### src/rtl/pd_math_pkg.sv
// Shared defaults for the PD math pipeline plus a signed saturation helper.
package pd_math_pkg;

    localparam int ERR_W_DEF   = 16;
    localparam int SAT_W_DEF   = 10;
    localparam int Q_DEPTH_DEF = 12;
    localparam int D_SAT_W_DEF = 7;
    localparam int P_NUM_DEF   = 5;
    localparam int P_SHIFT_DEF = 3;
    localparam int D_COEFF_DEF = 7;
    localparam int PID_W_DEF   = 14;

    // Clamp a signed value into the range representable by a signed field of the given width.
    function automatic int satToWidth(input int value, input int width);
        int maxVal;
        int minVal;
        maxVal = (1 << (width - 1)) - 1;
        minVal = -(1 << (width - 1));
        if (value > maxVal) begin
            return maxVal;
        end
        if (value < minVal) begin
            return minVal;
        end
        return value;
    endfunction

endpackage

### src/rtl/err_hist_q.sv
// Circular history of saturated errors; exposes the entry written DEPTH pushes ago.
module err_hist_q
    import pd_math_pkg::*;
#(
    parameter int DEPTH = Q_DEPTH_DEF,
    parameter int WIDTH = SAT_W_DEF
) (
    input  logic             clk,
    input  logic             rst,
    input  logic             push,
    input  logic             flush,
    input  logic [WIDTH-1:0] din,
    output logic [WIDTH-1:0] oldest,
    output logic             full
);

    localparam int PTR_W = $clog2(DEPTH);
    localparam int CNT_W = $clog2(DEPTH + 1);

    logic [WIDTH-1:0] mem_q [DEPTH];
    logic [PTR_W-1:0] wrPtr_q;
    logic [CNT_W-1:0] fill_q;

    // Write at the pointer, wrap at DEPTH, and count pushes up to DEPTH; flush behaves like reset.
    always_ff @(posedge clk or posedge rst) begin
        if (rst) begin
            for (int i = 0; i < DEPTH; i++) begin
                mem_q[i] <= '0;
            end
            wrPtr_q <= '0;
            fill_q  <= '0;
        end else if (flush) begin
            for (int i = 0; i < DEPTH; i++) begin
                mem_q[i] <= '0;
            end
            wrPtr_q <= '0;
            fill_q  <= '0;
        end else if (push) begin
            mem_q[wrPtr_q] <= din;
            wrPtr_q <= (wrPtr_q == PTR_W'(DEPTH - 1)) ? '0 : wrPtr_q + PTR_W'(1);
            if (fill_q != CNT_W'(DEPTH)) begin
                fill_q <= fill_q + CNT_W'(1);
            end
        end
    end

    // The slot about to be overwritten holds the sample from exactly DEPTH pushes back (zero after a clear).
    assign oldest = mem_q[wrPtr_q];
    assign full   = (fill_q == CNT_W'(DEPTH));

endmodule

### src/rtl/pd_math_q.sv
// Two-stage P+D term: saturate the error, then combine it with its delayed copy.
module pd_math_q
    import pd_math_pkg::*;
#(
    parameter int ERR_W   = ERR_W_DEF,
    parameter int SAT_W   = SAT_W_DEF,
    parameter int Q_DEPTH = Q_DEPTH_DEF,
    parameter int D_SAT_W = D_SAT_W_DEF,
    parameter int P_NUM   = P_NUM_DEF,
    parameter int P_SHIFT = P_SHIFT_DEF,
    parameter int D_COEFF = D_COEFF_DEF,
    parameter int PID_W   = PID_W_DEF
) (
    input  logic                    clk,
    input  logic                    rst,
    input  logic                    vld,
    input  logic                    clr,
    input  logic signed [ERR_W-1:0] actual,
    input  logic signed [ERR_W-1:0] desired,
    output logic                    out_vld,
    output logic signed [PID_W-1:0] pid,
    output logic                    q_full
);

    logic signed [SAT_W-1:0]   errSat_q;
    logic signed [SAT_W-1:0]   errSat_d;
    logic                      s1Vld_q;
    logic signed [SAT_W-1:0]   oldest;
    logic signed [D_SAT_W-1:0] dDiff;
    int                        pTerm;
    int                        dTerm;
    logic signed [PID_W-1:0]   pid_d;
    logic signed [PID_W-1:0]   pid_q;
    logic                      outVld_q;
    logic                      histPush;

    // Error saturation for stage 1 and the P/D arithmetic for stage 2, all at full integer precision.
    always_comb begin
        errSat_d = SAT_W'(satToWidth(int'(actual) - int'(desired), SAT_W));
        dDiff    = D_SAT_W'(satToWidth(int'(errSat_q) - int'(oldest), D_SAT_W));
        pTerm    = (int'(errSat_q) * P_NUM) >>> P_SHIFT;
        dTerm    = int'(dDiff) * D_COEFF;
        pid_d    = PID_W'(pTerm + dTerm);
    end

    // Stage 1 captures the saturated error; a clear drops whatever sample arrives with it.
    always_ff @(posedge clk or posedge rst) begin
        if (rst) begin
            errSat_q <= '0;
            s1Vld_q  <= 1'b0;
        end else if (clr) begin
            s1Vld_q  <= 1'b0;
        end else begin
            s1Vld_q <= vld;
            if (vld) begin
                errSat_q <= errSat_d;
            end
        end
    end

    // Stage 2 registers pid and pulses out_vld; a clear kills the in-flight sample but keeps pid.
    always_ff @(posedge clk or posedge rst) begin
        if (rst) begin
            pid_q    <= '0;
            outVld_q <= 1'b0;
        end else if (clr) begin
            outVld_q <= 1'b0;
        end else begin
            outVld_q <= s1Vld_q;
            if (s1Vld_q) begin
                pid_q <= pid_d;
            end
        end
    end

    assign histPush = s1Vld_q & ~clr;

    err_hist_q #(
        .DEPTH (Q_DEPTH),
        .WIDTH (SAT_W)
    ) u_hist (
        .clk    (clk),
        .rst    (rst),
        .push   (histPush),
        .flush  (clr),
        .din    (errSat_q),
        .oldest (oldest),
        .full   (q_full)
    );

    assign pid     = pid_q;
    assign out_vld = outVld_q;

endmodule

### config.mk
export PLATFORM = sky130hd
export DESIGN_NAME = pd_math_q
export DESIGN_NICKNAME = d
export VERILOG_FILES = /design/src/rtl/pd_math_pkg.sv /design/src/rtl/err_hist_q.sv /design/src/rtl/pd_math_q.sv
export SDC_FILE = /design/constraint.sdc
export NUM_CORES = 1
export LEC_CHECK = 0
export CORE_UTILIZATION = 55
export CTS_BUF_LIST = sky130_fd_sc_hd__clkbuf_4 sky130_fd_sc_hd__clkbuf_8
export DETAILED_ROUTE_END_ITERATION = 16
export GPL_ROUTABILITY_DRIVEN = 0
export GPL_TIMING_DRIVEN = 0
export PLACE_DENSITY_LB_ADDON = 0.3
export SLEW_MARGIN = 20
export SYNTH_ARGS = -nofsm -noshare
export SYNTH_HDL_FRONTEND = slang
export SYNTH_SLANG_ARGS = --single-unit
### constraint.sdc
create_clock -name clk -period 8.15 [get_ports clk]
set_clock_uncertainty 0.1 [all_clocks]
set_input_delay 0.815 -clock clk [delete_from_list [all_inputs] [get_ports clk]]
set_output_delay 0.815 -clock clk [all_outputs]
set_load 0.05 [all_outputs]
==> flow_summary.toml <==
[worst_setup_path]
path_class = "reg2reg"
slowest_stage = "fa_1"
slowest_delay_ns = 0.52
cp.arrival_ns = 7.99
cp_common_cell = "ha_1"
critPathLaunchType = "register"
regToRegSetupSlack_ns = 0.44
critPathMaxFanout = 10
endpoint_kind = "register"
path_buf_inv = 5
cp.required_ns = 8.43
cp_top_family = "compound AO/OA/AOI/OAI gates"

[flow_run]
maxCapViolations = 0

[cts]
clk_pin_slew_ns = 0.08
htree_levels = 4
cts_tree = "done"
clock-sinks = 152
clock_latency_ns = 0.48
numCtsBuffers = 17
clockBufferDepth = 2
holdBufCountCts = 0
cts_setup_buffers = 0
root_buffer = "clkbuf_8"

[routing]
wl_met3_um = 1940
drc = 0
via_per_inst = 6.00
routed_wl_um = 26100
vias = 8630
top_layer = "met4"
wl_met1_um = 11100
ant_nets = 0
drt_iter0_markers = 963
drt_pass1_iterations = 5
wire_per_inst_um = 18.2
wl_met2_um = 12100

[yosys]
netlist_area_um2 = 9960
synth.ff_latch_count = 152
ys_top_cells_by_area = "dfrtp_1 38%, nand2_1 11%, ha_1 9.7%"
ys_warn_count = 0
synth_ff_type = "dfrtp_1"
synth_seq_area_share_pct = 38.2
yosysTopAreaCell = "dfrtp_1"
yosysTopAreaCellShare_pct = 38.2
synth_cells = 1129
synth_cell_type_count = 70
syn_area_per_cell_um2 = 8.82
syn_nets = 1253
synth_edf_count = 0
synthArstFlopShare_pct = 100

[finish]
area_growth_pct = 13.4
final-instance-count-excl-fill = 1438
fillers = 1422
drive_gt1_share_pct = 8.16
nets = 1324
finalInstanceArea_um2 = 11300
diodes = 0

[timing]
rsz0062_at_grt = "no"
slew_viol_final = 0
finalSetupViolations = 0
layout_min_cycle_time_ns = 7.71
max_freq_ghz = 0.130
fin_tns_setup_ns = 0
post-route-period-util_pct = 94.6
final-hold-violation-count = 0
worstMarginPinSlew_ns = 0.933
slew_headroom_pct = 37.6

[die]
core_region_area_um2 = 17500
fp-row-count = 48
start_util_pct = 57.0
die_width_um = 137
io_pins = 52
dieArea_um2 = 18700
die_y_um = 137

[global_route]
grtUsageTotal_pct = 30.2
grt_pass1_vias = 8347
overflow = 0
grt_pass1_wl_um = 42700
grt_max_degree = 87
antenna_found_initial = 0

[pwr]
p_leak_nw = 4.82
power_density_nw_per_um2 = 343
ir_drop_v = 0.000753

[placed_design]
place_area_um2 = 10800
io_buffers = 51
dp_hpwl_um = 18200
dp.cells = 1406

[hold_path]
hp-class = "reg2reg"

[outcome]
status = "completed"
-- power breakdown --
| part | internal (mW) | switching (mW) |
|---|---|---|
| clock network | 0.353 | 0.308 |
| logic | 0.972 | 1.38 |
| registers | 0.802 | 0.0530 |
| total | 2.13 | 1.74 |
-- state kept, by name (all words and copies together) (netlist names) --
signal,count
u_hist.fill_q,4
out_vld,1
errSat_q,10
pid,12
u_hist.wrPtr_q,4
u_hist.mem_q,120
s1Vld_q,1
-- path summary, 6_finish.rpt --
check,depth (start not counted),end,from
max reg2reg,31,pid[9],u_hist.wrPtr_q[0]
min,2,pid[9],pid[9]
max in group asynchronous,3,u_hist.mem_q[92],rst
min reg2reg,2,pid[9],pid[9]
min in group asynchronous,2,u_hist.mem_q[73],rst
max,31,pid[9],u_hist.wrPtr_q[0]
-- layout by cell type (no fill, tap or decap), types with 5 or more instances in the layout --
cell,instances
nand2_1,282
a21oi_1,166
dfrtp_1,152
ha_1,77
inv_1,69
clkdlybuf4s50_1,51
nor2_1,45
clkbuf_1,37
o21ai_0,30
mux4_2,30
nand3_1,28
xnor2_1,23
clkbuf_8,18
xor2_1,12
mux2i_1,11
fa_1,11
nand2b_1,9
a21o_1,9
o21a_1,8
nor3_1,8
a221o_1,8
a211oi_1,6
nor2b_1,5
clkbuf_2,5
clkbuf_4,5
-- routing by layer --
metal	vias up	GRT usage [%]
met1	4113	41.3
met3	67	5.93
met2	396	46.7
met5	-	0
met4	0	13.3
li1	4054	-
-- stage by stage --
stage / total power, mW / hold slack (ns) / setup WS, ns / util, %
global route: 4.27 / 0.400 / 0.0239 / 64.6
floorplan: 2.70 / 0.397 / 0.853 / -
finish: 3.87 / 0.377 / 0.442 / 64.6
global placement: 3.12 / 0.359 / -0.572 / 61.5
detailed placement: 3.19 / 0.365 / -0.821 / 61.8
CTS: 3.86 / 0.383 / 0.0959 / 64.5
-- synthesized netlist by cell type, types with 3 or more instances --
library cell / count
o21a_1: 8
o21ai_1: 4
nor2b_1: 5
xor2_1: 12
clkbuf_1: 41
buf_4: 3
a21o_1: 9
nand2_1: 282
fa_1: 11
ha_1: 77
nor3_1: 12
nand3_1: 28
a21oi_1: 166
a221o_1: 8
nor4_1: 4
mux4_2: 30
xnor2_1: 23
nor3b_1: 3
o21ai_0: 30
or3_1: 4
or2_2: 3
buf_1: 8
a21boi_0: 3
o31ai_1: 4
o211ai_1: 4
nand4_1: 4
nor2_1: 46
mux2i_1: 11
dfrtp_1: 152
and3_1: 3
inv_1: 70
nand2b_1: 9
a211oi_1: 6
-- kinds of logic (layout without fill, tap and decap cells) --
group / after synthesis / after routing / share of synthesized area, %
XOR/XNOR: 35 / 35 / 3.08
AND/OR/NAND/NOR: 414 / 414 / 17.6
flip-flops: 152 / 152 / 38.2
adder cells (fa/ha/maj): 88 / 88 / 11.9
multiplexers: 42 / 42 / 8.00
AO/OA/AOI/OAI: 274 / 274 / 16.4
buffers and inverters: 124 / 208 / 4.86
-- what timing repair did --
| item | in CTS | in global routing |
|---|---|---|
| cloned | 0 | 0 |
| gates resized for setup | 10 | 14 |
| setup endpoints to repair | 7 | 5 |
| pin swaps | 0 | 0 |
-- area by class of cell --
class                           count  area [um^2]  share of cell area, %
Multi-Input combinational cell    853         5700                   50.5
Sequential cell                   152         3800                   33.7
Buffer                             53          243                   2.15
Clock inverter                     12          188                   1.66
Inverter                           71          275                   2.44
Tap cell                          225          282                   2.49
Clock buffer                       20          263                   2.33
Timing Repair Buffer               52          538                   4.76
-- worst register-to-register path: cells and delay by family (launching register included) --
kind | cells | cell delay (ns)
XOR/XNOR | 2 | 0.37
AND/OR/NAND/NOR | 5 | 0.78
multiplexers | 2 | 0.66
buffers and inverters | 5 | 0.89
AO/OA/AOI/OAI | 12 | 2.67
flip-flops | 1 | 0.38
adder cells (fa/ha/maj) | 5 | 1.76
(Power assumes the default switching activity.)
